===== src/rtl/mfb_frame_stats_pkg.sv =====
// Shared types and helpers for the MFB frame statistics block.
package mfb_frame_stats_pkg;

  typedef enum logic {
    WRAP     = 1'b0,
    SATURATE = 1'b1
  } cnt_mode_t;

  // Upper bound on regions handled by popcount; wider words need a bigger vector.
  localparam int MAX_REGIONS = 64;

  function automatic int unsigned popcount(input logic [MAX_REGIONS-1:0] v);
    popcount = 0;
    for (int i = 0; i < MAX_REGIONS; i++) begin
      popcount += 32'(v[i]);
    end
  endfunction

endpackage


===== src/rtl/mfb_frame_stats_cnt.sv =====
// One frame counter: adds a registered increment, optional clear, wrap or clamp on overflow.
module mfb_frame_stats_cnt
  import mfb_frame_stats_pkg::*;
#(
  parameter int        CNT_WIDTH = 32,
  parameter int        INC_W     = 1,
  parameter cnt_mode_t CNT_MODE  = WRAP
) (
  input  logic                 clk,
  input  logic                 rst_n,
  input  logic [INC_W-1:0]     i_inc,
  input  logic                 i_clr,
  output logic [CNT_WIDTH-1:0] o_cnt,
  output logic                 o_ovf
);

  localparam int SUM_W = CNT_WIDTH + 1;

  logic [CNT_WIDTH-1:0] r_cnt;
  logic                 r_ovf;
  logic [CNT_WIDTH-1:0] w_base;
  logic [SUM_W-1:0]     w_sum;
  logic [CNT_WIDTH-1:0] w_next;

  // A clear restarts from zero but still takes the increment landing this edge.
  assign w_base = i_clr ? '0 : r_cnt;
  assign w_sum  = {1'b0, w_base} + SUM_W'(i_inc);

  always_comb begin
    w_next = w_sum[CNT_WIDTH-1:0];
    if (w_sum[CNT_WIDTH] && (CNT_MODE == SATURATE)) begin
      w_next = '1;
    end
  end

  // NOTE: state registers use non-blocking assignments so every flop samples pre-edge values.
  always_ff @(posedge clk or negedge rst_n) begin
    if (!rst_n) begin
      r_cnt <= '0;
      r_ovf <= 1'b0;
    end else begin
      r_cnt <= w_next;
      r_ovf <= (r_ovf & ~i_clr) | w_sum[CNT_WIDTH];
    end
  end

  assign o_cnt = r_cnt;
  assign o_ovf = r_ovf;

endmodule


===== src/rtl/mfb_frame_stats.sv =====
// Passive MFB monitor: counts ending frames per channel, read port with optional clear.
module mfb_frame_stats
  import mfb_frame_stats_pkg::*;
#(
  parameter int        REGIONS    = 1,
  parameter int        CHANNELS   = 4,
  parameter int        CNT_WIDTH  = 32,
  parameter cnt_mode_t CNT_MODE   = WRAP,
  parameter bit        OUTPUT_REG = 1'b1,
  // One spare code beyond the channel range so out-of-range requests are expressible.
  localparam int       CH_W       = $clog2(CHANNELS + 1)
) (
  input  logic                    CLK,
  input  logic                    RESET_N,
  input  logic [REGIONS-1:0]      RX_EOF,
  input  logic [REGIONS*CH_W-1:0] RX_CHAN,
  input  logic                    RX_SRC_RDY,
  input  logic                    RX_DST_RDY,
  input  logic                    RD_EN,
  input  logic                    RD_CLR,
  input  logic [CH_W-1:0]         RD_CHAN,
  output logic [CNT_WIDTH-1:0]    RD_DATA,
  output logic                    RD_OVF,
  output logic                    RD_VLD
);

  localparam int INC_W = $clog2(REGIONS + 1);

  logic                 w_accept;
  logic [REGIONS-1:0]   w_hit [CHANNELS];
  logic [INC_W-1:0]     w_inc [CHANNELS];
  logic [INC_W-1:0]     r_inc [CHANNELS];
  logic [CHANNELS-1:0]  w_clr;
  logic [CNT_WIDTH-1:0] w_cnt [CHANNELS];
  logic [CHANNELS-1:0]  w_ovf;
  logic [CNT_WIDTH-1:0] w_rd_data;
  logic                 w_rd_ovf;
  logic                 r_s1_vld;
  logic [CNT_WIDTH-1:0] r_s1_data;
  logic                 r_s1_ovf;

  assign w_accept = RX_SRC_RDY & RX_DST_RDY;

  // NOTE: defaults at the top of always_comb keep every path assigned, so no latches.
  always_comb begin
    for (int c = 0; c < CHANNELS; c++) begin
      w_hit[c] = '0;
      for (int r = 0; r < REGIONS; r++) begin
        w_hit[c][r] = w_accept & RX_EOF[r] & (RX_CHAN[r*CH_W +: CH_W] == CH_W'(c));
      end
      w_inc[c] = INC_W'(popcount(MAX_REGIONS'(w_hit[c])));
    end
  end

  // NOTE: the inc array is a few flops, not a RAM, so it takes the async reset like any register.
  always_ff @(posedge CLK or negedge RESET_N) begin
    if (!RESET_N) begin
      for (int c = 0; c < CHANNELS; c++) r_inc[c] <= '0;
    end else begin
      for (int c = 0; c < CHANNELS; c++) r_inc[c] <= w_inc[c];
    end
  end

  for (genvar c = 0; c < CHANNELS; c++) begin : g_ch
    assign w_clr[c] = RD_EN & RD_CLR & (RD_CHAN == CH_W'(c));

    mfb_frame_stats_cnt #(
      .CNT_WIDTH (CNT_WIDTH),
      .INC_W     (INC_W),
      .CNT_MODE  (CNT_MODE)
    ) u_cnt (
      .clk   (CLK),
      .rst_n (RESET_N),
      .i_inc (r_inc[c]),
      .i_clr (w_clr[c]),
      .o_cnt (w_cnt[c]),
      .o_ovf (w_ovf[c])
    );
  end

  // Out-of-range channels match nothing and read back as zero.
  always_comb begin
    w_rd_data = '0;
    w_rd_ovf  = 1'b0;
    for (int c = 0; c < CHANNELS; c++) begin
      if (RD_CHAN == CH_W'(c)) begin
        w_rd_data = w_cnt[c];
        w_rd_ovf  = w_ovf[c];
      end
    end
  end

  always_ff @(posedge CLK or negedge RESET_N) begin
    if (!RESET_N) begin
      r_s1_vld  <= 1'b0;
      r_s1_data <= '0;
      r_s1_ovf  <= 1'b0;
    end else begin
      r_s1_vld <= RD_EN;
      if (RD_EN) begin
        r_s1_data <= w_rd_data;
        r_s1_ovf  <= w_rd_ovf;
      end
    end
  end

  if (OUTPUT_REG) begin : g_oreg
    logic                 r_s2_vld;
    logic [CNT_WIDTH-1:0] r_s2_data;
    logic                 r_s2_ovf;

    always_ff @(posedge CLK or negedge RESET_N) begin
      if (!RESET_N) begin
        r_s2_vld  <= 1'b0;
        r_s2_data <= '0;
        r_s2_ovf  <= 1'b0;
      end else begin
        r_s2_vld <= r_s1_vld;
        if (r_s1_vld) begin
          r_s2_data <= r_s1_data;
          r_s2_ovf  <= r_s1_ovf;
        end
      end
    end

    assign RD_VLD  = r_s2_vld;
    assign RD_DATA = r_s2_data;
    assign RD_OVF  = r_s2_ovf;
  end else begin : g_noreg
    assign RD_VLD  = r_s1_vld;
    assign RD_DATA = r_s1_data;
    assign RD_OVF  = r_s1_ovf;
  end

endmodule

===== config.mk =====
export PLATFORM = sky130hd
export DESIGN_NAME = mfb_frame_stats
export DESIGN_NICKNAME = d
export VERILOG_FILES = /design/src/rtl/mfb_frame_stats_pkg.sv /design/src/rtl/mfb_frame_stats_cnt.sv /design/src/rtl/mfb_frame_stats.sv
export SDC_FILE = /design/constraint.sdc
export NUM_CORES = 1
export LEC_CHECK = 0
export CAP_MARGIN = 20
export CORE_ASPECT_RATIO = 1.25
export CORE_UTILIZATION = 30
export DETAILED_ROUTE_END_ITERATION = 8
export GPL_TIMING_DRIVEN = 0
export PLACE_DENSITY = 0.47
export SLEW_MARGIN = 5
export SYNTH_ARGS = -nofsm -noshare
export SYNTH_HDL_FRONTEND = slang
export SYNTH_SLANG_ARGS = --single-unit

===== constraint.sdc =====
create_clock -name CLK -period 2.6 [get_ports CLK]
set_input_delay 0.78 -clock CLK [delete_from_list [all_inputs] [get_ports CLK]]
set_output_delay 0.78 -clock CLK [all_outputs]
set_load 0.05 [all_outputs]

======== Yosys cells after proc, flatten, opt, wreduce, memory -nomap -nowiden ========
Cells that the tools add are included.
word-level totals
  bits in writable memories ............... 0
  bits in latches ......................... 0
  input port bits ......................... 13
  register bits ........................... 204
  memory bits (read-only) ................. 0
  output and inout port bits .............. 34
  memories ................................ 0
  word-level logic and storage cells ...... 65
operators by class
  div/mod/pow operators ................... 0
  reduce and logical (&&, ||, !) cells .... 2
  mux-type cells .......................... 12
  shifts and indexed selects .............. 0
  add/subtract/negate cells ............... 4
  eq/ne operators ......................... 6
  bitwise operators ....................... 23
  multiply operators ...................... 0
  magnitude comparators ................... 0
operator list
  operator                                              count
  two-way mux 32 bit                                    8
  adder 32 x 1 -> 33 bit                                4
  bitwise AND 1 bit                                     15
  equality test 3 x 2 -> 1 bit (second input constant)  4
  equality test 3 x 1 -> 1 bit (second input constant)  2
  logical NOT 3 bit                                     2
  two-way mux 1 bit                                     4
  NOT 1 bit                                             4
  OR 1 bit                                              4

======== Logic depth before layout (Yosys ltp) ========
Gate-level depths: netlist (run 1).
  depth in word-level cells ............... 5
  depth in mapped cells ................... 14
  gate-level depth less buffers ........... 10

======== By module ========
From an unflattened synthesis (run 1), not the netlist that was laid out.
unflattened totals
  cells, all modules ...................... 984
  area total of the unflattened synthesis .. 10,814.1 um2
modules (own cells, without submodules)
  module                                    area each (um2)  seq. area each (um2)  times used  cells an instance
  mfb_frame_stats                           3,742.3          1,801.7               1           276
  mfb_frame_stats_cnt at g_ch[1].u_cnt ...  1,778.0          825.8                 2           179
  mfb_frame_stats_cnt at g_ch[0].u_cnt      1,786.7          825.8                 1           180
  mfb_frame_stats_cnt at g_ch[3].u_cnt      1,729.2          825.8                 1           170

======== Worst setup path before layout (run 1) ========
OpenSTA, ideal clock, no wires.
  path type ............................... input -> register
  from .................................... input RD_CHAN[1]
  to ...................................... register g_ch[3].u_cnt.r_cnt[27]
  stages on the path ...................... 12
  slack ................................... -1,111 ps
  setup time .............................. 78 ps
  buffers on the path ..................... 3
  data required time ...................... 2,522 ps
  data arrival time ....................... 3,633 ps
  cells stage by stage .................... clkbuf_1 and4b_1 nand2_1 clkbuf_1 clkbuf_1 and2_1 ha_1 nand4_1 nor4b_2 nand3_1 or4_1 a21oi_1
on the way
  cells in the longest elaborated chain, start to end .. 4
RTL lines
  element                       line                       text
  start, declared               mfb_frame_stats.sv:21      input logic [CH_W-1:0] RD_CHAN,
  equality test 3 x 2 -> 1 bit  mfb_frame_stats.sv:65      assign w_clr[c] = RD_EN & RD_CLR & (RD_CHAN == CH_W'(c));
  bitwise AND 1 bit             mfb_frame_stats.sv:65
  two-way mux 32 bit            mfb_frame_stats_cnt.sv:26  assign w_base = i_clr ? '0 : r_cnt;
  adder 32 x 1 -> 33 bit        mfb_frame_stats_cnt.sv:27  assign w_sum = {1'b0, w_base} + SUM_W'(i_inc);
  net g_ch[3].u_cnt.w_sum[27]   mfb_frame_stats_cnt.sv:22  logic [SUM_W-1:0] w_sum;
  end signal, assigned          mfb_frame_stats_cnt.sv:42  r_cnt <= w_next;
  end, declared                 mfb_frame_stats_cnt.sv:19  logic [CNT_WIDTH-1:0] r_cnt;
The timed path passes the listed nets, and every way through them passes these cells.
A chain may end at the register's enable or synchronous reset.

======== Worst setup path after layout (run 1) ========
  from .................................... input RD_CHAN[2]
  to ...................................... register g_ch[3].u_cnt.r_cnt[27]
The elaborated chain is that of the path after synthesis.

==> impl_metrics.toml, run 1 <==
[yosys]
synthTopCellsByArea = "dfrtp_1, mux4_2, xnor2_1, xor2_1, nor2_1"
synth.distinct_cells = 45
synth_cells = 951
yosysTopAreaCellShare = 0.507
synth_nets = 972
syn_area_sq_um = 10100
ys_ff_latch = 204
synth_edf_count = 0
yosysMostFrequentCell = "dfrtp_1"
postSynth.asyncResetShare = 1.00
ys_seq_area_frac = 0.507
yosysTopAreaCell = "dfrtp_1"
synth_common_cells = "dfrtp_1, nor2_1, inv_1"
synthFlopType = "dfrtp_1"
avgSynthCellArea_sq_um = 10.6
ys_warn_count = 0

[cells_and_area]
syn2layout_area_growth_pct = 26.7
antenna_cells = 0
drive_above_1_share = 0.214
final_cell_count_no_fill = 1489
layout.nets = 1077

[timing]
postLayoutSetupSlackWorst_ns = -0.0633
finalSetupViolations = 2
clock_skew_ns = 0.0108
min_period_ns = 2.66
hold_viol = 0
fin_crit_sh = 1.02
finalMaxSlewViolations = 0
slew_headroom = 0.249
worst_pin_slew_ns = 1.12
fin_setup_tns_ns = -0.0975
fin_hold_ws_ns = 0.154
clock.fmax_ghz = 0.375
rsz0062_at_grt = "true"

[routing]
drc = 8
drt.antenna.violating_nets = 0
wl_per_cell_microns = 18.5
vias = 7426
routed_via_density = 4.99
dr.pass1.iters = 7
drt_wl_total_microns = 27500
drt_iter0_markers = 421

[clock_tree]
cts_max_level = 1
clkSlewWorstSetupHoldPaths_ns = 0.06
numCtsBuffers = 22
cts.sinks = 204
cts-root-buf = "clkbuf_16"
cts_tree = "built"
clkLatencyLatePin_ns = 0.52
clock_path_buffers = 3
holdBufCountCts = 0

[floorplan]
dieArea_sq_um = 34300
die_w_microns = 166
core-area_sq_um = 32900
ios = 47
rows = 74
die_height_microns = 207
initial_core_util = 0.306

[placed_design]
dp.cells = 1418
dp_hpwl_microns = 20000
port-buffer-count = 46
gp_congestion = 0.888
dp_slack_ns = -1.69

[power]
powerDensity_nw_per_um2 = 558
max-vdd-ir-drop_v = 0.000385
p_leak_nw = 5.46

[critical_path]
cp_data_arrival_time_ns = 3.10
worstSetupPathType = "in -> reg"
cp-start-kind = "input port"
crit_required_ns = 3.04
cp_max_fo = 6
worstSetupEndpointType = "register"

[run_status]
status = "finished with violations"
violations = "DRC, setup timing"

[global_route]
track_usage = 0.165
grt_pass1_wl_microns = 43700
grt_pass1_vias = 7533
globalRouteOverflowTotal = 0
grt_max_degree = 88
antenna_found_initial = 0

[job]
maxCapViolations = 0

[worst_hold_path]
hp-class = "in -> async"
sequential cells by signal (all words and copies together), names as in the netlist:
signal,count
r_s1_vld,1
RD_VLD,1
g_ch.u_cnt.o_cnt,128
r_s1_ovf,1
r_s1_data,32
RD_OVF,1
RD_DATA,32
g_ch.u_cnt.o_ovf,4
r_inc,4
through the flow:
stage	cell area [sq um]	power (mW)	utilization
floorplan	10500	3.56	-
global route	12800	7.39	0.388
global placement	11500	3.74	0.349
CTS	12800	7.25	0.389
finish	12800	7.12	0.388
detailed placement	11500	3.76	0.351
power breakdown:
group | internal, mW | switching (mW)
registers | 3.23 | 0.0483
logic | 0.169 | 0.253
clock network | 2.09 | 1.32
cells in the final DEF, fill, tap and decap left out, types with 10 or more instances in the layout:
master,count
a21oi_1,13
and3_1,21
and4_1,10
buf_4,35
clkbuf_1,25
clkbuf_16,24
clkdlybuf4s50_1,40
dfrtp_1,204
inv_1,81
mux2_2,33
mux4_2,32
nand2_1,58
nand3_1,39
nand4_1,33
nor2_1,100
nor4_4,10
o22ai_1,33
or3_1,12
xnor2_1,52
xor2_1,51
metal layers:
metal / track usage / up-vias / share of wire
met2: 0.283 / 155 / 0.48
li1: - / 3531 / -
met3: 0.0143 / 60 / 0.030
met1: 0.209 / 3680 / 0.44
met5: 0 / - / 0
met4: 0.0915 / 0 / 0.051
cell type report:
type,instances,area (sq um)
buffer,36,195
multi-input combinational,622,4980
clock buffer,27,621
inverter,82,308
fill,3156,20100
sequential,204,5100
timing repair buffer,88,863
clock inverter,12,166
tap,418,523
worst paths after layout:
path / end / depth (start not counted) / start / slack (ns)
min in group CLK: RD_VLD / 0 / r_s1_vld / 0.38
hold / removal: g_ch[3].u_cnt.o_cnt[1] / 1 / RESET_N / 0.15
setup reg to reg: g_ch[2].u_cnt.o_cnt[31] / 6 / g_ch[2].u_cnt.o_cnt[8] / 0.13
setup / recovery: g_ch[3].u_cnt.o_cnt[27] / 13 / RD_CHAN[2] / -0.06
hold reg to reg: RD_VLD / 0 / r_s1_vld / 0.38
max in group asynchronous: RD_DATA[3] / 3 / RESET_N / 1.34
cell families (layout without fill, tap and decap cells):
logic type | after synthesis | after routing | synth area share
AND/OR/NAND/NOR | 373 | 373 | 0.191
flip-flops | 204 | 204 | 0.507
buffers and inverters | 125 | 245 | 0.0482
XOR/XNOR | 104 | 104 | 0.0905
AO/OA/AOI/OAI | 71 | 71 | 0.0420
multiplexers | 66 | 66 | 0.111
adder cells (fa/ha/maj) | 8 | 8 | 0.00994
timing repair:
item	in CTS	in global routing
endpoints found under the setup margin	146	57
gates resized for setup	61	28
cloned	0	0
pin swaps	37	19
setup buffers	38	3
critical path, cell delays in order:
cell and delay (ns):
buf_6 0.12, and4b_2 0.28, buf_6 0.14, nand2_8 0.07, and2_4 0.15, ha_4 0.14, buf_6 0.10, nand4_1 0.13
nor4b_4 0.23, buf_4 0.19, nand3_4 0.09, or4_1 0.52, a21oi_1 0.15
No activity file was read; power rests on OpenSTA's default activity.
==> run 2, diff against run 1 <==
--- a/config.mk
+++ b/config.mk
@@ -9,6 +9,7 @@
 export CORE_ASPECT_RATIO = 1.25
 export CORE_UTILIZATION = 30
 export DETAILED_ROUTE_END_ITERATION = 8
+export GPL_ROUTABILITY_DRIVEN = 1
 export GPL_TIMING_DRIVEN = 0
 export PLACE_DENSITY = 0.47
 export SLEW_MARGIN = 5
==> results of run 2 <==
The final DEF is identical to that of run 1; final timing and power are the same.
